==> src/rtl/ppg_cal_ctrl.sv <==
// ppg_cal_ctrl -- PPG front-end calibration and LED multiplexing controller.
//
// After find_setting, each LED channel is calibrated in turn. First the
// DC-compensation code is found by MSB-first successive approximation with the
// PGA at gain 0. Then the PGA gain is raised one code per window until the
// signal clips. Once the last channel is calibrated, the block enters
// operation: it round-robins the LEDs, applies each channel's stored settings,
// and captures one ADC sample per slot.
//
// Optional build macro:
//   OPER_AVG_EN - in operation, the captured value is the mean of the last 4
//                 samples of the slot (requires SLOT_LEN >= 4). Without it,
//                 the last-cycle sample is captured.
//
// Ports:
//   CLK          clock (posedge only)
//   rst_n        asynchronous active-low reset
//   find_setting level; starts or restarts calibration every cycle it is high
//   adc          AFE sample
//   led_en       one-hot LED enable
//   led_drive    constant LED current code
//   dc_comp      DC compensation code to the AFE
//   pga_gain     PGA gain code to the AFE
//   busy         calibration running
//   done         calibration complete, operation active
//   cal_fail     per-channel DC tolerance miss
//   ch_value     last captured sample per channel (ch0 in the LSBs)
//   sample_valid one-cycle pulse after a capture
//   sample_ch    channel of that capture
module ppg_cal_ctrl #(
    parameter int NUM_CH        = 2,
    parameter int ADC_W         = 8,
    parameter int DC_W          = 7,
    parameter int PGA_W         = 4,
    parameter int WIN_LEN       = 1000,
    parameter int SETTLE_CYC    = 16,
    parameter int TARGET        = 128,
    parameter int DC_TOL        = 8,
    parameter int CLIP_LO       = 10,
    parameter int CLIP_HI       = 245,
    parameter int SLOT_LEN      = 10,
    parameter int LED_DRIVE_VAL = 10
) (
    input  logic                      CLK,
    input  logic                      rst_n,
    input  logic                      find_setting,
    input  logic [ADC_W-1:0]          adc,
    output logic [NUM_CH-1:0]         led_en,
    output logic [3:0]                led_drive,
    output logic [DC_W-1:0]           dc_comp,
    output logic [PGA_W-1:0]          pga_gain,
    output logic                      busy,
    output logic                      done,
    output logic [NUM_CH-1:0]         cal_fail,
    output logic [NUM_CH*ADC_W-1:0]   ch_value,
    output logic                      sample_valid,
    output logic [((NUM_CH > 1) ? $clog2(NUM_CH) : 1)-1:0] sample_ch
);

    localparam int CH_W   = (NUM_CH > 1) ? $clog2(NUM_CH) : 1;
    localparam int CNT_W  = $clog2(WIN_LEN + SETTLE_CYC + 1);
    localparam int SLOT_W = (SLOT_LEN > 1) ? $clog2(SLOT_LEN) : 1;
    localparam int BIT_W  = (DC_W > 1) ? $clog2(DC_W) : 1;

    localparam logic [1:0] ST_IDLE = 2'd0;
    localparam logic [1:0] ST_DC   = 2'd1;
    localparam logic [1:0] ST_PGA  = 2'd2;
    localparam logic [1:0] ST_OP   = 2'd3;

    // Window timing: win_cnt 0..SETTLE-1 settle, SETTLE..EVAL_AT-1 sample,
    // EVAL_AT evaluates and applies the next setting.
    localparam logic [CNT_W-1:0]  SMP_FIRST = CNT_W'(SETTLE_CYC);
    localparam logic [CNT_W-1:0]  EVAL_AT   = CNT_W'(SETTLE_CYC + WIN_LEN);
    localparam logic [ADC_W-1:0]  TARGET_V  = ADC_W'(TARGET);
    localparam logic [ADC_W-1:0]  DC_TOL_V  = ADC_W'(DC_TOL);
    localparam logic [ADC_W-1:0]  CLIP_LO_V = ADC_W'(CLIP_LO);
    localparam logic [ADC_W-1:0]  CLIP_HI_V = ADC_W'(CLIP_HI);
    localparam logic [PGA_W-1:0]  PGA_MAX   = {PGA_W{1'b1}};
    localparam logic [DC_W-1:0]   DC_MSB    = DC_W'(1'b1) << (DC_W - 1);
    localparam logic [BIT_W-1:0]  BIT_TOP   = BIT_W'(DC_W - 1);
    localparam logic [SLOT_W-1:0] SLOT_LAST = SLOT_W'(SLOT_LEN - 1);
    localparam logic [CH_W-1:0]   LAST_CH   = CH_W'(NUM_CH - 1);

    function automatic logic [NUM_CH-1:0] ch_onehot(input logic [CH_W-1:0] ch);
        logic [NUM_CH-1:0] v;
        v     = {NUM_CH{1'b0}};
        v[ch] = 1'b1;
        return v;
    endfunction

    logic [1:0]              st_r;
    logic [CH_W-1:0]         ch_r;
    logic [CNT_W-1:0]        win_cnt_r;
    logic [ADC_W-1:0]        min_r, max_r;
    logic [BIT_W-1:0]        bit_idx_r;
    logic [SLOT_W-1:0]       slot_cnt_r;
    logic [DC_W-1:0]         dc_store_r  [NUM_CH];
    logic [PGA_W-1:0]        pga_store_r [NUM_CH];
    logic [NUM_CH-1:0]       led_en_r;
    logic [3:0]              led_drive_r;
    logic [DC_W-1:0]         dc_comp_r;
    logic [PGA_W-1:0]        pga_gain_r;
    logic                    busy_r, done_r, sample_valid_r;
    logic [NUM_CH-1:0]       cal_fail_r;
    logic [NUM_CH*ADC_W-1:0] ch_value_r;
    logic [CH_W-1:0]         sample_ch_r;

    logic [ADC_W:0]          sum_s;
    logic [ADC_W-1:0]        mid_s, dev_s, cap_val_s;
    logic                    keep_s, tol_miss_s, clipped_s;
    logic [DC_W-1:0]         dc_code_s;
    logic [PGA_W-1:0]        pga_final_s;
    logic [CH_W-1:0]         op_next_s;

`ifdef OPER_AVG_EN
    logic [ADC_W-1:0]        hist_r [3];
    logic [ADC_W+1:0]        sum4_s;

    // Last three ADC samples for the slot-end average.
    always_ff @(posedge CLK or negedge rst_n) begin
        if (!rst_n) begin
            for (int i = 0; i < 3; i++) hist_r[i] <= {ADC_W{1'b0}};
        end else begin
            hist_r[0] <= adc;
            hist_r[1] <= hist_r[0];
            hist_r[2] <= hist_r[1];
        end
    end

    // Mean of the current sample and the three before it, truncated.
    always_comb begin
        sum4_s    = {2'b00, adc} + {2'b00, hist_r[0]} + {2'b00, hist_r[1]} + {2'b00, hist_r[2]};
        cap_val_s = ADC_W'(sum4_s >> 2);
    end
`else
    // Captured value is simply the slot's last sample.
    always_comb begin
        cap_val_s = adc;
    end
`endif

    // Window evaluation: midpoint, SAR bit decision, tolerance and clip tests.
    always_comb begin
        sum_s = {1'b0, max_r} + {1'b0, min_r};
        mid_s = ADC_W'(sum_s >> 1);
        keep_s = (mid_s >= TARGET_V);
        if (keep_s) begin
            dc_code_s = dc_comp_r;
            dev_s     = mid_s - TARGET_V;
        end else begin
            dc_code_s = dc_comp_r & ~(DC_W'(1'b1) << bit_idx_r);
            dev_s     = TARGET_V - mid_s;
        end
        // The tolerance is judged on the last SAR window (trial of the LSB).
        tol_miss_s = (dev_s > DC_TOL_V);
        clipped_s  = (min_r <= CLIP_LO_V) || (max_r >= CLIP_HI_V);
        if (clipped_s) begin
            if (pga_gain_r == {PGA_W{1'b0}}) begin
                pga_final_s = {PGA_W{1'b0}};
            end else begin
                pga_final_s = pga_gain_r - 1'b1;
            end
        end else begin
            pga_final_s = pga_gain_r;
        end
        if (ch_r == LAST_CH) begin
            op_next_s = {CH_W{1'b0}};
        end else begin
            op_next_s = ch_r + 1'b1;
        end
    end

    // Calibration / operation sequencer and all registered outputs.
    always_ff @(posedge CLK or negedge rst_n) begin
        if (!rst_n) begin
            st_r           <= ST_IDLE;
            ch_r           <= {CH_W{1'b0}};
            win_cnt_r      <= {CNT_W{1'b0}};
            min_r          <= {ADC_W{1'b0}};
            max_r          <= {ADC_W{1'b0}};
            bit_idx_r      <= {BIT_W{1'b0}};
            slot_cnt_r     <= {SLOT_W{1'b0}};
            for (int i = 0; i < NUM_CH; i++) begin
                dc_store_r[i]  <= {DC_W{1'b0}};
                pga_store_r[i] <= {PGA_W{1'b0}};
            end
            led_en_r       <= {NUM_CH{1'b0}};
            led_drive_r    <= 4'(LED_DRIVE_VAL);
            dc_comp_r      <= {DC_W{1'b0}};
            pga_gain_r     <= {PGA_W{1'b0}};
            busy_r         <= 1'b0;
            done_r         <= 1'b0;
            sample_valid_r <= 1'b0;
            cal_fail_r     <= {NUM_CH{1'b0}};
            ch_value_r     <= {(NUM_CH*ADC_W){1'b0}};
            sample_ch_r    <= {CH_W{1'b0}};
        end else if (find_setting) begin
            st_r           <= ST_DC;
            ch_r           <= {CH_W{1'b0}};
            win_cnt_r      <= {CNT_W{1'b0}};
            bit_idx_r      <= BIT_TOP;
            slot_cnt_r     <= {SLOT_W{1'b0}};
            for (int i = 0; i < NUM_CH; i++) begin
                dc_store_r[i]  <= {DC_W{1'b0}};
                pga_store_r[i] <= {PGA_W{1'b0}};
            end
            led_en_r       <= ch_onehot({CH_W{1'b0}});
            dc_comp_r      <= DC_MSB;
            pga_gain_r     <= {PGA_W{1'b0}};
            busy_r         <= 1'b1;
            done_r         <= 1'b0;
            sample_valid_r <= 1'b0;
            cal_fail_r     <= {NUM_CH{1'b0}};
        end else begin
            sample_valid_r <= 1'b0;
            case (st_r)
                ST_IDLE: begin
                    st_r <= ST_IDLE;
                end
                ST_DC, ST_PGA: begin
                    if (win_cnt_r == EVAL_AT) begin
                        win_cnt_r <= {CNT_W{1'b0}};
                        if (st_r == ST_DC) begin
                            if (bit_idx_r == {BIT_W{1'b0}}) begin
                                dc_store_r[ch_r] <= dc_code_s;
                                cal_fail_r[ch_r] <= tol_miss_s;
                                dc_comp_r        <= dc_code_s;
                                pga_gain_r       <= {PGA_W{1'b0}};
                                st_r             <= ST_PGA;
                            end else begin
                                dc_comp_r <= dc_code_s | (DC_W'(1'b1) << (bit_idx_r - 1'b1));
                                bit_idx_r <= bit_idx_r - 1'b1;
                            end
                        end else if (!clipped_s && (pga_gain_r != PGA_MAX)) begin
                            pga_gain_r <= pga_gain_r + 1'b1;
                        end else begin
                            pga_store_r[ch_r] <= pga_final_s;
                            if (ch_r == LAST_CH) begin
                                st_r       <= ST_OP;
                                ch_r       <= {CH_W{1'b0}};
                                slot_cnt_r <= {SLOT_W{1'b0}};
                                busy_r     <= 1'b0;
                                done_r     <= 1'b1;
                                led_en_r   <= ch_onehot({CH_W{1'b0}});
                                dc_comp_r  <= dc_store_r[0];
                                // With a single channel, ch0's gain is the one being stored now.
                                pga_gain_r <= (ch_r == {CH_W{1'b0}}) ? pga_final_s : pga_store_r[0];
                            end else begin
                                st_r       <= ST_DC;
                                ch_r       <= ch_r + 1'b1;
                                bit_idx_r  <= BIT_TOP;
                                led_en_r   <= ch_onehot(ch_r + 1'b1);
                                dc_comp_r  <= DC_MSB;
                                pga_gain_r <= {PGA_W{1'b0}};
                            end
                        end
                    end else begin
                        win_cnt_r <= win_cnt_r + 1'b1;
                        if (win_cnt_r == SMP_FIRST) begin
                            min_r <= adc;
                            max_r <= adc;
                        end else if (win_cnt_r > SMP_FIRST) begin
                            if (adc < min_r) min_r <= adc;
                            if (adc > max_r) max_r <= adc;
                        end
                    end
                end
                ST_OP: begin
                    if (slot_cnt_r == SLOT_LAST) begin
                        ch_value_r[ch_r*ADC_W +: ADC_W] <= cap_val_s;
                        sample_valid_r <= 1'b1;
                        sample_ch_r    <= ch_r;
                        ch_r           <= op_next_s;
                        slot_cnt_r     <= {SLOT_W{1'b0}};
                        led_en_r       <= ch_onehot(op_next_s);
                        dc_comp_r      <= dc_store_r[op_next_s];
                        pga_gain_r     <= pga_store_r[op_next_s];
                    end else begin
                        slot_cnt_r <= slot_cnt_r + 1'b1;
                    end
                end
                default: begin
                    st_r <= ST_IDLE;
                end
            endcase
        end
    end

    assign led_en       = led_en_r;
    assign led_drive    = led_drive_r;
    assign dc_comp      = dc_comp_r;
    assign pga_gain     = pga_gain_r;
    assign busy         = busy_r;
    assign done         = done_r;
    assign cal_fail     = cal_fail_r;
    assign ch_value     = ch_value_r;
    assign sample_valid = sample_valid_r;
    assign sample_ch    = sample_ch_r;

endmodule

==> config.mk <==
export PLATFORM = sky130hd
export DESIGN_NAME = ppg_cal_ctrl
export DESIGN_NICKNAME = d
export VERILOG_FILES = /design/src/rtl/ppg_cal_ctrl.sv
export SDC_FILE = /design/constraint.sdc
export NUM_CORES = 1
export LEC_CHECK = 0
export CAP_MARGIN = 10
export CORE_ASPECT_RATIO = 0.75
export CORE_UTILIZATION = 58
export CTS_CLUSTER_DIAMETER = 100
export DETAILED_ROUTE_END_ITERATION = 16
export DONT_BUFFER_PORTS = 1
export PLACE_DENSITY_LB_ADDON = 0.08
export SLEW_MARGIN = 15
export SYNTH_ARGS = -nofsm -noshare
export SYNTH_HDL_FRONTEND = slang
export SYNTH_SLANG_ARGS = --single-unit
==> constraint.sdc <==
create_clock -name CLK -period 2.6 [get_ports CLK]
set_clock_uncertainty 0.2 [all_clocks]
set_input_delay 0.52 -clock CLK [delete_from_list [all_inputs] [get_ports CLK]]
set_output_delay 0.52 -clock CLK [all_outputs]
set_load 0.05 [all_outputs]
After elaboration in Yosys (flattened, before gate mapping)
Cells that the tools add are included.
{ "classes": {"addsub": 10, "multipliers": 0, "div_mod_pow": 0, "magnitude_cmp": 16, "n_eq_ne": 19, "shifts": 4, "mux": 114, "n_bitwise": 7, "n_reduce_logical": 33} }
{ "ops": {"columns": ["cell", "n"], "rows": [
  ["2-to-1 mux 8 bit", 12],
  ["2-to-1 mux 7 bit", 12],
  ["2-to-1 mux 4 bit", 19],
  ["2-to-1 mux 14 bit", 5],
  ["2-to-1 mux 2 bit", 17],
  ["negator 4 -> 34 bit", 1],
  ["variable shift 8 x 34 -> 16 bit (first input constant)", 1],
  ["indexed part select 8 x 34 -> 16 bit", 1],
  ["2-to-1 mux 10 bit", 3],
  ["AND reduction 5 bit", 6],
  ["2-to-1 mux 1 bit", 24],
  ["2-to-1 mux 3 bit", 7],
  ["!= test 3 bit (second input constant)", 7],
  ["AND reduction 4 bit", 5],
  ["bitwise mux 16 bit", 1],
  [">= comparator 8 bit (second input constant)", 2],
  ["one-hot mux 4 bit (2 select lines)", 2],
  ["nonzero test 2 bit", 8],
  ["bitwise mux 14 bit", 1],
  ["one-hot mux 7 bit (2 select lines)", 1],
  ["<< shifter 1 x 3 -> 7 bit (first input constant)", 2],
  ["!= test 4 bit (second input constant)", 3],
  ["adder 10 x 1 -> 10 bit (second input constant)", 1],
  ["equality test 10 bit (second input constant)", 1],
  ["43 further kinds", 61]
]} }
{ "totals": {"ff_bits": 93, "latchBits": 0, "ramBits": 0, "romBits": 0, "in_bits": 11, "elab_cells": 223, "mem_count": 0} }

Depth between registers and ports, before layout
Gate-level depths: netlist (run 1).
{ "depth": {"ltp_word": 11, "mapped_depth": 11} }

Worst setup path before layout (run 1)
Ideal clock, no wire load.
{ "synth_path": {"kind": "register to register", "from": "reg pga_gain_r[0] (netlist: pga_gain[0])", "to": "reg pga_store_r[1] (netlist name)", "setup_ns": 0.132, "arrival_ns": 2.269, "required_time_ns": 2.268, "path_slack_ns": -0.001, "stages_incl_launch_ff": 9, "path_buffers": 2, "synth_period_minus_slack_ns": 2.601, "path_cell_list": "dfrtp_1 ha_1 nand3_1 and3_1 buf_2 or4_1 buf_2 mux2i_1 nor2_1"} }
{ "synth_via": {"elab_chain_len": 9, "word_cells_on_any_way": 14} }
{ "synth_rtl": {"columns": ["element", "line", "source"], "rows": [
  ["start: declaration", "102", "logic [PGA_W-1:0] pga_gain_r;"],
  ["start signal: assignment", "190", "pga_gain_r <= {PGA_W{1'b0}};"],
  ["start signal: assignment", "209", "pga_gain_r <= {PGA_W{1'b0}};"],
  ["start signal: assignment", "228", "pga_gain_r <= {PGA_W{1'b0}};"],
  ["subtractor 4 x 1 -> 4 bit / logical NOT 4 bit (equally long branches)", "161, 158", null],
  ["2-to-1 mux 4 bit", "158", "if (pga_gain_r == {PGA_W{1'b0}}) begin"],
  ["2-to-1 mux 4 bit", "157", "if (clipped_s) begin"],
  ["bitwise mux 8 bit", "237", "pga_store_r[ch_r] <= pga_final_s;"],
  ["2-to-1 mux 8 bit", "234", "end else if (!clipped_s && (pga_gain_r != PGA_MAX)) begin"],
  ["2-to-1 mux 8 bit", "223", "if (st_r == ST_DC) begin"],
  ["2-to-1 mux 8 bit", "221", "if (win_cnt_r == EVAL_AT) begin"],
  ["2-to-1 mux 8 bit", "216", "case (st_r)"],
  ["2-to-1 mux 8 bit", "197", "end else if (find_setting) begin"],
  ["end signal: indexed assignment", "185", "pga_store_r[i] <= {PGA_W{1'b0}};"],
  ["end signal: indexed assignment", "205", "pga_store_r[i] <= {PGA_W{1'b0}};"],
  ["end signal: indexed assignment", "237", null],
  ["end: declaration", "98", "logic [PGA_W-1:0] pga_store_r [NUM_CH];"]
]} }
Several ways; a longest one is shown, not always the timed one. The select of a mux whose other input is x is not followed.
A chain may end at the register's enable or synchronous reset.

Worst setup path in the final report (run 1)
{ "layout_path": {"from": "reg max_r[1]", "to": "reg dc_comp_r[0] (netlist: dc_comp[0])"} }
{ "layout_via": {"elab_chain_len": 9, "word_cells_on_any_way": 15} }
{ "layout_rtl": {"columns": ["element", "line", "source"], "rows": [
  ["start: declaration", "94", "logic [ADC_W-1:0] min_r, max_r;"],
  ["start signal: assignment", "180", "max_r <= {ADC_W{1'b0}};"],
  ["adder 8 x 8 -> 9 bit", "144", "sum_s = {1'b0, max_r} + {1'b0, min_r};"],
  [">= comparator 8 bit", "146", "keep_s = (mid_s >= TARGET_V);"],
  ["2-to-1 mux 7 bit", "147", "if (keep_s) begin"],
  ["bitwise OR 7 bit", "231", "dc_comp_r <= dc_code_s | (DC_W'(1'b1) << (bit_idx_r - 1'b1));"],
  ["2-to-1 mux 7 bit", "224", "if (bit_idx_r == {BIT_W{1'b0}}) begin"],
  ["2-to-1 mux 7 bit", "223", null],
  ["2-to-1 mux 7 bit", "221", null],
  ["one-hot mux 7 bit (2 select lines)", "216", null],
  ["2-to-1 mux 7 bit", "197", null],
  ["end signal: assignment", "227", "dc_comp_r <= dc_code_s;"],
  ["end signal: assignment", "231", null],
  ["end signal: assignment", "245", "dc_comp_r <= dc_store_r[0];"],
  ["end: declaration", "101", "logic [DC_W-1:0] dc_comp_r;"]
]} }
Several ways; a longest one is shown, not always the timed one. The select of a mux whose other input is x is not followed.

==> results of run 1 <==
-- sequential cells by signal, summed over array words and instances, names as in the netlist, 2 cells and up --
| signal | count |
|---|---|
| ch_value | 16 |
| dc_store_r | 14 |
| win_cnt_r | 10 |
| max_r | 8 |
| min_r | 8 |
| pga_store_r | 8 |
| dc_comp | 7 |
| pga_gain | 4 |
| slot_cnt_r | 4 |
| bit_idx_r | 3 |
| cal_fail | 2 |
| st_r | 2 |
-- synth_stat cells, drive strengths merged, types with 5 or more instances --
cell	n	area, um^2
a221oi	7	61.31
o31ai	5	42.54
a21oi	28	140.1
dfrtp	92	2302
a22o	8	70.07
inv	38	142.6
o21ai	50	250.2
nand3	22	110.1
nand4	10	62.56
mux2i	9	90.09
a21o	8	60.06
mux2	36	435.4
o41ai	7	61.31
a211oi	8	60.06
nor2	29	108.9
ha	38	475.5
buf	10	67.56
o21a	5	37.54
a31oi	12	81.33
clkbuf	16	60.06
nor3	11	60.06
nand2	66	247.7
nor2b	9	56.30
nand2b	8	50.05
-- what timing repair did --
item / in CTS / in global routing
gates cloned: 0 / 0
resized for setup: 5 / 14
pin swaps: 2 / 3
buffers inserted: 1 / 2
hold endpoints to repair: 92 / 92
setup endpoints to repair: 4 / 27
-- cell families (layout without fill, tap and decap cells) --
kind of cell,count (synthesis),in the layout,synth area share
simple gates,184,184,0.1634
compound gates,160,160,0.1874
flops,92,92,0.4086
buf+inv,66,107,0.04930
mux,45,45,0.09327
fa+ha+maj,39,39,0.08794
xor+xnor,6,6,0.009327
other cells,1,4,0.0006656
-- metrics by stage --
stage | worst slack, ps | hold WS, ps | instances | instance area [um^2] | setup TNS (ps)
floorplan | 10.09 | 24.41 | 596 | 5647 | 0
global placement | 71.68 | 27.44 | 746 | 6040 | 0
detailed placement | -89.94 | 26.88 | 746 | 6040 | -107.1
CTS | 12.96 | -337.3 | 763 | 6380 | 0
global route | -1.793 | -340.5 | 765 | 6462 | -3.059
finish | 39.00 | -325.5 | 765 | 6462 | 0
-- power by group through the flow --
| stage | clock [mW] | sequential, mW | combinational, mW |
|---|---|---|---|
| after floorplan | 0 | 1.55 | 0.158 |
| final | 1.35 | 1.51 | 0.233 |
| after global placement | 0 | 1.54 | 0.221 |
| after global routing | 1.43 | 1.52 | 0.257 |
| after detailed placement | 0 | 1.54 | 0.226 |
| after CTS | 1.38 | 1.51 | 0.227 |
-- metal layers --
layer / share of wire / wire, um / vias up / track usage
met2: 0.44 / 6139 / 226 / 0.4578
met5: 0 / 0 / - / 0
met1: 0.46 / 6347 / 2286 / 0.4243
met3: 0.086 / 1193 / 19 / 0.06750
li1: - / - / 2220 / -
met4: 0.010 / 145 / 0 / 0.05944
-- worst paths after layout --
kind	from	to	slack, ps	cells past startpoint
max	max_r[1]$_DFFE_PN0P_	dc_comp[0]$_DFFE_PN0P_	40	8
min	rst_n	max_r[6]$_DFFE_PN0P_	-330	0
max reg2reg	max_r[1]$_DFFE_PN0P_	dc_comp[0]$_DFFE_PN0P_	40	8
min reg2reg	dc_store_r[7]$_DFFE_PN0P_	dc_store_r[7]$_DFFE_PN0P_	290	2
max in group asynchronous	rst_n	pga_gain[0]$_DFFE_PN0P_	2340	0
min in group CLK	find_setting	done$_DFFE_PN0P_	40	1
-- area by class of cell --
cell class,count,share of cell area
Inverter,40,0.02323
Multi-Input combinational cell,438,0.4877
Sequential cell,92,0.3564
Clock buffer,10,0.03698
Tap cell,128,0.02478
Clock inverter,6,0.01104
Timing Repair Buffer,51,0.05983
==> run_results.csv, run 1 <==
group,metric,value,unit
floorplanning,die_area,0.01012,mm^2
power,power.share.sequential,0.488,
clock_network,number_of_buffers_added_by_the_clock_tree_synthesis_step,9,
run_status,violations,"negative hold slack",
sta,post-route-period-util,0.9850,
global_route,grt_max_degree,93,
synth,synth-seq-area-share,0.4086,
drt,routed_wirelength,13830,um
global_route,first_global_vias,4612,
synth,synth.lib_cells_used.distinct,63,
min_path,min_path_type,"in -> async",
floorplanning,core,0.009234,mm^2
sta,final_period_minus_worst_setup_slack,2561,ps
synth,synth-edff-count,0,
setup_path,crit_path_start_kind,"flop",
run_status,status,"finished with violations",
setup_path,criticalPathCategory,"reg -> reg",
global_route,grt-ovfl-total,0,
sta,max_slew_margin,0.5398,
power,clock_power_share,0.436,
setup_path,cp_max_fo,13,
clock_network,tritoncts,"yes",
sta,whs,-325.5,ps
floorplanning,initial_utilization,0.6102,
global_route,initial_antenna_violation_count,0,
setup_path,cp_num_buf_inv,3,
clock_network,clock_latency,340,ps
setup_path,cp_slowest_cell,"sky130_fd_sc_hd__dfrtp_1",
drt,vias,4751,
synth,post_synth_inst_count,593,
setup_path,setup.worst_path.end_class,"flop",
sta,actual_transition_at_the_worst_max_transition_pin,687.8,ps
final_layout,layout.cells.most_common,"sky130_fd_sc_hd__dfrtp_1",
final_layout,number_of_nets_in_the_layout,682,
power,net-switching-power,0.7840,mW
setup_path,worst-endpoint-arrival,2590,ps
synth,postSynth.asyncResetShare,1.000,
synth,synth_flop_cell,"sky130_fd_sc_hd__dfrtp_1",
power,p_total,3.099,mW
setup_path,crit_family,"compound AO/OA/AOI/OAI gates",
drt,routedWlPerCell,18.07,um
drt,count_of_antenna_violating_nets_left_after_detailed_routing,0,
global_route,grt_util_all_layers,0.2953,
drt,dr.pass1.iters,6,
clock_network,cts_htree_levels,3,
power,sw_frac_of_total,0.2530,
synth,postSynthAreaPerCell,9.501,um^2
final_layout,syn_to_final_growth,14.70,%
synth,yosysWarnings,4,
synth,netlist_area,0.005634,mm^2
run,max-cap-violations,0,
final_layout,layout.core_utilization,0.6999,
drt,vias_per_cell,6.210,
floorplanning,core.rowCount,30,
placed_design,detailedPlacementHpwl,10010,um
floorplanning,chipWidth,115.8,um
final_layout,insertedDiodeCount,0,
sta,slew_viol_final,0,
power,power.combinational.fraction,0.075,
drt,post-route-drc-count,0,
floorplanning,floorplan.io_pins,50,
power,vdd_drop_max,0.4761,mV
final_layout,fill_cells,729,
power,power.density,479.6,mW/mm^2
final_layout,ff_latch_area,0.002303,mm^2
sta,timing.final.hold_violations,92,
synth,ys_seq_elements,92,
final_layout,drive_above_1_share,0.1994,
global_route,wire_length_of_the_first_global_routing_pass,23030,um
clock_network,root_buffer,"sky130_fd_sc_hd__clkbuf_16",
final_layout,layout_common_cells,"91 x sky130_fd_sc_hd__dfrtp_1, 66 x sky130_fd_sc_hd__nand2_1, 50 x sky130_fd_sc_hd__buf_4, 43 x sky130_fd_sc_hd__o21ai_0",
placed_design,place_congestion,0.8784,
setup_path,critical-path-max-stage-delay,410,ps
setup_path,cpMostUsedCell,"sky130_fd_sc_hd__buf_4",
power,internal_power,2.315,mW
floorplanning,die-height,87.36,um
sta,finalSetupViolCount,0,
setup_path,cp_cell_sequence,"buf_4 -> o21a_1 -> o21ai_1 -> nand3_1 -> o31ai_1 -> buf_4 -> inv_1 -> a32o_1",
clock_network,clock_tree.buffer_depth,2,
clock_network,clk_pin_slew,70,ps
clock_network,tritoncts_num_sinks,92,
final_layout,footprint_of_the_multi_input_gates,0.003152,mm^2
drt,drt_first_iter_violations,358,
sta,fmax,390.5,MHz
placed_design,portBuffers,0,
power,p_leak,3.042,nW
setup_path,data_required_critical_path,2630,ps
Note: power is estimated with default switching activity, not from simulation.
==> run 2, diff against run 1 <==
--- a/config.mk
+++ b/config.mk
@@ -6,8 +6,10 @@
 export NUM_CORES = 1
 export LEC_CHECK = 0
 export CAP_MARGIN = 10
+export CELL_PAD_IN_SITES_DETAIL_PLACEMENT = 0
+export CELL_PAD_IN_SITES_GLOBAL_PLACEMENT = 1
 export CORE_ASPECT_RATIO = 0.75
-export CORE_UTILIZATION = 58
+export CORE_UTILIZATION = 45
 export CTS_CLUSTER_DIAMETER = 100
 export DETAILED_ROUTE_END_ITERATION = 16
 export DONT_BUFFER_PORTS = 1
==> run 2 against run 1 <==
Effect of this change:
- the run still ends with negative hold slack left
- sequential cell count is the same
- combinational power is 3% higher
- wire length up 2.5%
- largest power group unchanged
- sequential share of layout area about the same
- critical path depth shrank 2
==> run_results.csv, run 2 (synthesis results as in run 1) <==
group,metric,value,unit
run_status,status,"finished with violations",
run_status,violations,"negative hold slack",
drt,routedWlPerCell,17.76,um
floorplanning,chipWidth,131.2,um
drt,drt_first_iter_violations,278,
setup_path,cp_slowest_cell,"sky130_fd_sc_hd__or4_1",
sta,max_slew_margin,0.5635,
global_route,wire_length_of_the_first_global_routing_pass,23860,um
drt,routed_wirelength,14170,um
drt,post-route-drc-count,0,
power,vdd_drop_max,0.3283,mV
power,power.density,466.7,mW/mm^2
global_route,grt_util_all_layers,0.2322,
final_layout,design_area,0.006470,mm^2
setup_path,data_required_critical_path,2630,ps
setup_path,setup.worst_path.end_class,"flop",
clock_network,clock_tree.buffer_depth,2,
global_route,first_global_vias,4552,
final_layout,number_of_nets_in_the_layout,684,
setup_path,crit_family,"simple AND/OR/NAND/NOR gates",
floorplanning,initial_utilization,0.4730,
placed_design,portBuffers,0,
final_layout,largest_register_ffs,16,
floorplanning,core,0.01191,mm^2
final_layout,layout.cells.most_common,"sky130_fd_sc_hd__dfrtp_1",
min_path,min_path_type,"in -> async",
setup_path,cp_num_buf_inv,0,
final_layout,finalNonFillerCells,798,
placed_design,detailedPlacementHpwl,10240,um
floorplanning,core.rowCount,34,
floorplanning,die-height,98.91,um
drt,count_of_antenna_violating_nets_left_after_detailed_routing,0,
global_route,initial_antenna_violation_count,0,
run,max-cap-violations,0,
sta,post-route-period-util,0.9727,
clock_network,tritoncts,"yes",
drt,vias_per_cell,5.772,
setup_path,ff2ff_path_depth,6,
setup_path,crit_path_start_kind,"flop",
clock_network,cts_htree_levels,3,
placed_design,post-place-cells,781,
sta,rsz0062_at_grt,"yes",
final_layout,layout.core_utilization,0.5432,
clock_network,clock_latency,340,ps
placed_design,place_congestion,0.8727,
sta,timing.final.hold_violations,92,
final_layout,insertedDiodeCount,0,
drt,vias,4606,
sta,final_period_minus_worst_setup_slack,2529,ps
floorplanning,die_area,0.01298,mm^2
final_layout,drive_above_1_share,0.1934,
final_layout,syn_to_final_growth,14.83,%
sta,actual_transition_at_the_worst_max_transition_pin,652.3,ps
sta,slew_viol_final,0,
setup_path,worst-endpoint-arrival,2560,ps
setup_path,reg2reg_slack,70,ps
sta,finalSetupViolCount,0,
clock_network,number_of_buffers_added_by_the_clock_tree_synthesis_step,9,
floorplanning,floorplan.io_pins,50,
setup_path,criticalPathCategory,"reg -> reg",
sta,whs,-331.4,ps
setup_path,critical-path-max-stage-delay,660,ps
final_layout,layout_common_cells,"90 x sky130_fd_sc_hd__dfrtp_1, 66 x sky130_fd_sc_hd__nand2_1, 51 x sky130_fd_sc_hd__buf_4, 43 x sky130_fd_sc_hd__o21ai_0, 38 x sky130_fd_sc_hd__inv_1",
global_route,grt_max_degree,93,
power,p_leak,3.034,nW
clock_network,tritoncts_num_sinks,92,
setup_path,cp_max_fo,9,
setup_path,cp_cell_sequence,"nor4_2 -> o21ai_1 -> and3_1 -> or4_1 -> mux2i_1 -> nor2_1",
setup_path,crit-reg2reg-capture,"pga_store_r[1]$_DFFE_PN0P_",
clock_network,root_buffer,"sky130_fd_sc_hd__clkbuf_16",
setup_path,reg2reg_from,"min_r[4]$_DFFE_PN0P_",
placed_design,dpl_cell_area,0.006090,mm^2
sta,fmax,395.4,MHz
clock_network,clk_pin_slew,60,ps
power,p_total,3.019,mW
drt,dr.pass1.iters,5,
global_route,grt-ovfl-total,0,
==> run 2: where the power goes <==
| part | switching [mW] | leakage (nW) | internal (mW) |
|---|---|---|---|
| registers | 0.0635 | 1.25 | 1.45 |
| logic | 0.152 | 1.66 | 0.0872 |
| clock network | 0.537 | 0.130 | 0.728 |
| total | 0.753 | 3.03 | 2.27 |
==> run 2: worst max path at each step <==
| stage | startpoint | to | depth (start not counted) |
|---|---|---|---|
| after CTS | st_r[0]$_DFFE_PN0P_ | min_r[3]$_DFFE_PN0P_ | 8 |
| after global placement | min_r[1]$_DFFE_PN0P_ | dc_comp[5]$_DFFE_PN0P_ | 9 |
| after global routing | min_r[4]$_DFFE_PN0P_ | bit_idx_r[1]$_DFFE_PN0P_ | 6 |
| after floorplan | pga_gain[1]$_DFFE_PN0P_ | pga_store_r[1]$_DFFE_PN0P_ | 8 |
| final | min_r[4]$_DFFE_PN0P_ | pga_store_r[1]$_DFFE_PN0P_ | 6 |
| after detailed placement | min_r[1]$_DFFE_PN0P_ | dc_comp[4]$_DFFE_PN0P_ | 9 |
==> run 2: final cells by class <==
type,count,area [um^2]
clock inverters,3,42.54
flip-flops and latches,92,2305
clock buffers,10,229.0
fillers,1085,5441
multi-input cells,438,3118
repair buffers,53,422.9
inverters,40,150.1
well taps,162,202.7
==> run 2: per-stage QoR <==
step / hold WS, ps / worst slack (ps) / TNS (ps)
finish: -331.4 / 70.98 / 0
global route: -346.5 / -51.49 / -153.1
CTS: -339.9 / 18.47 / 0
global placement: 26.28 / 73.66 / 0
detailed placement: 26.53 / 0.4907 / 0
floorplan: 24.41 / 10.09 / 0
==> run 2: timing repair <==
item,4_1_cts,5_1_grt
buffers inserted,0,4
resized for setup,1,12
hold endpoints to repair,92,92
setup endpoints to repair,2,18
pin swaps,0,3
==> run 2: layer usage <==
metal	global-route usage	wire [um]
met2	0.3531	6253
met4	0.05792	124
met5	0	0
met3	0.04733	607
met1	0.3369	7186
==> run 3, diff against run 2 <==
--- a/config.mk
+++ b/config.mk
@@ -6,9 +6,10 @@
 export NUM_CORES = 1
 export LEC_CHECK = 0
 export CAP_MARGIN = 10
-export CELL_PAD_IN_SITES_DETAIL_PLACEMENT = 0
+export CELL_PAD_IN_SITES_DETAIL_PLACEMENT = 1
 export CELL_PAD_IN_SITES_GLOBAL_PLACEMENT = 1
 export CORE_ASPECT_RATIO = 0.75
+export CORE_MARGIN = 10
 export CORE_UTILIZATION = 45
 export CTS_CLUSTER_DIAMETER = 100
 export DETAILED_ROUTE_END_ITERATION = 16
==> run 3 against run 2 <==
Effect of this change:
- the flow still finishes with violations (negative hold slack)
- hold slack worse by 5.0 ps
- non-clock buffer count fell by 3
- sequential cell count did not move
- count of clock-buffer cells in the layout increased by 1
- global-route usage down 4.4 points
- combinational power up 2%
- wire length is 15% higher
- total power is 3.1% higher
- sequential share of layout area down 0.26 points
- critical endpoint is now dc_comp[5]$_DFFE_PN0P_
- largest power group unchanged
==> run_results.csv, run 3 (synthesis results as in run 1) <==
group,metric,value,unit
run_status,violations,"negative hold slack",
setup_path,worst-endpoint-arrival,2560,ps
sta,post-route-period-util,0.9730,
sta,timing.final.hold_violations,92,
floorplanning,core.rowCount,35,
drt,routedWlPerCell,20.31,um
sta,fmax,395.3,MHz
drt,drt_first_iter_violations,235,
setup_path,reg2reg_from,"max_r[0]$_DFFE_PN0P_",
global_route,initial_antenna_violation_count,0,
setup_path,ff2ff_path_depth,9,
global_route,grt_max_degree,93,
final_layout,layout_common_cells,"91 x sky130_fd_sc_hd__dfrtp_1, 66 x sky130_fd_sc_hd__nand2_1, 48 x sky130_fd_sc_hd__buf_4, 42 x sky130_fd_sc_hd__o21ai_0, 38 x sky130_fd_sc_hd__inv_1",
setup_path,crit_family,"compound AO/OA/AOI/OAI gates",
final_layout,drive_above_1_share,0.1965,
sta,final_period_minus_worst_setup_slack,2530,ps
run,max-cap-violations,0,
setup_path,reg2reg_slack,70,ps
final_layout,finalNonFillerCells,802,
clock_network,tritoncts,"yes",
sta,max_slew_margin,0.5501,
setup_path,setup.worst_path.end_class,"flop",
final_layout,syn_to_final_growth,15.61,%
power,p_leak,3.033,nW
global_route,first_global_vias,4816,
floorplanning,floorplan.io_pins,50,
sta,postLayoutSetupSlackWorst,70.14,ps
setup_path,data_required_critical_path,2630,ps
sta,slew_viol_final,0,
drt,dr.pass1.iters,4,
clock_network,clock_tree.buffer_depth,2,
setup_path,cp_num_buf_inv,1,
sta,whs,-336.4,ps
floorplanning,core,0.01226,mm^2
setup_path,crit-reg2reg-capture,"dc_comp[5]$_DFFE_PN0P_",
setup_path,cp_slowest_cell,"sky130_fd_sc_hd__fa_2",
run_status,status,"finished with violations",
floorplanning,initial_utilization,0.4595,
drt,vias,4672,
global_route,grt_util_all_layers,0.1877,
final_layout,largest_register_ffs,16,
clock_network,root_buffer,"sky130_fd_sc_hd__clkbuf_16",
placed_design,dpl_cell_area,0.006072,mm^2
floorplanning,die-height,116.9,um
floorplanning,die_area,0.01744,mm^2
setup_path,criticalPathCategory,"reg -> reg",
setup_path,crit_path_start_kind,"flop",
global_route,grt-ovfl-total,0,
clock_network,cts_htree_levels,3,
floorplanning,chipWidth,149.2,um
clock_network,clk_pin_slew,70,ps
placed_design,place_congestion,0.8103,
placed_design,post-place-cells,782,
power,vdd_drop_max,0.2895,mV
placed_design,preCtsSetupSlack,-74.23,ps
drt,count_of_antenna_violating_nets_left_after_detailed_routing,0,
sta,finalSetupViolCount,0,
clock_network,tritoncts_num_sinks,92,
setup_path,cp_max_fo,7,
power,power.density,478.0,mW/mm^2
drt,post-route-drc-count,0,
final_layout,layout.cells.most_common,"sky130_fd_sc_hd__dfrtp_1",
final_layout,design_area,0.006514,mm^2
placed_design,detailedPlacementHpwl,11960,um
clock_network,number_of_buffers_added_by_the_clock_tree_synthesis_step,9,
placed_design,portBuffers,0,
setup_path,critical-path-max-stage-delay,400,ps
sta,actual_transition_at_the_worst_max_transition_pin,672.3,ps
drt,routed_wirelength,16290,um
clock_network,clock_latency,340,ps
global_route,wire_length_of_the_first_global_routing_pass,26590,um
min_path,min_path_type,"in -> async",
final_layout,number_of_nets_in_the_layout,681,
setup_path,cp_cell_sequence,"nand2_1 -> fa_2 -> nand2b_4 -> a211oi_4 -> o21ai_2 -> buf_6 -> a31oi_4 -> a211oi_1 -> o41ai_1",
drt,vias_per_cell,5.825,
final_layout,insertedDiodeCount,0,
sta,setup_total_negative_slack,0,ps
[run 3: how the worst max path moves through the flow]
stage                                  startpoint                          to  slack [ps]  cells after the start
after floorplan           pga_gain[1]$_DFFE_PN0P_  pga_store_r[1]$_DFFE_PN0P_          10                      8
after global placement       max_r[1]$_DFFE_PN0P_      dc_comp[5]$_DFFE_PN0P_          30                      9
after detailed placement     max_r[0]$_DFFE_PN0P_      dc_comp[5]$_DFFE_PN0P_         -70                      9
after CTS                    max_r[0]$_DFFE_PN0P_      dc_comp[5]$_DFFE_PN0P_        -0.1                      9
after global routing         max_r[0]$_DFFE_PN0P_      dc_comp[4]$_DFFE_PN0P_         -60                      9
final                        max_r[0]$_DFFE_PN0P_      dc_comp[5]$_DFFE_PN0P_          70                      9
[run 3: final cells by class]
type                    count  area, um^2
flip-flops and latches     92        2303
clock buffers              11       242.7
repair buffers             50       382.9
clock inverters             5       60.06
multi-input cells         438        3167
well taps                 166       207.7
fillers                  1416        5748
inverters                  40       150.1
[run 3: per-stage QoR]
step / hold WS [ps] / util / power, mW
2_1_floorplan: 24.41 / - / 1.706
3_3_place_gp: 27.54 / 0.4952 / 1.770
3_5_place_dp: 27.69 / 0.4952 / 1.779
4_1_cts: -347.3 / 0.5209 / 3.142
5_1_grt: -350.0 / 0.5312 / 3.241
6_report: -336.4 / 0.5312 / 3.114
[run 3: layer usage]
metal	share of wire	track usage
met3	0.032	0.03227
met2	0.46	0.2978
met1	0.50	0.2647
met4	0.0081	0.03588
met5	0	0
[run 3: timing repair]
action	4_1_cts	5_1_grt
endpoints found under the hold margin	92	92
pin swaps	0	7
buffers inserted	0	4
resized for setup	3	19
setup endpoints to repair	13	33
[run 3: power by group]
part	switching (mW)	internal, mW
logic	0.161	0.0834
registers	0.0637	1.45
clock network	0.579	0.776
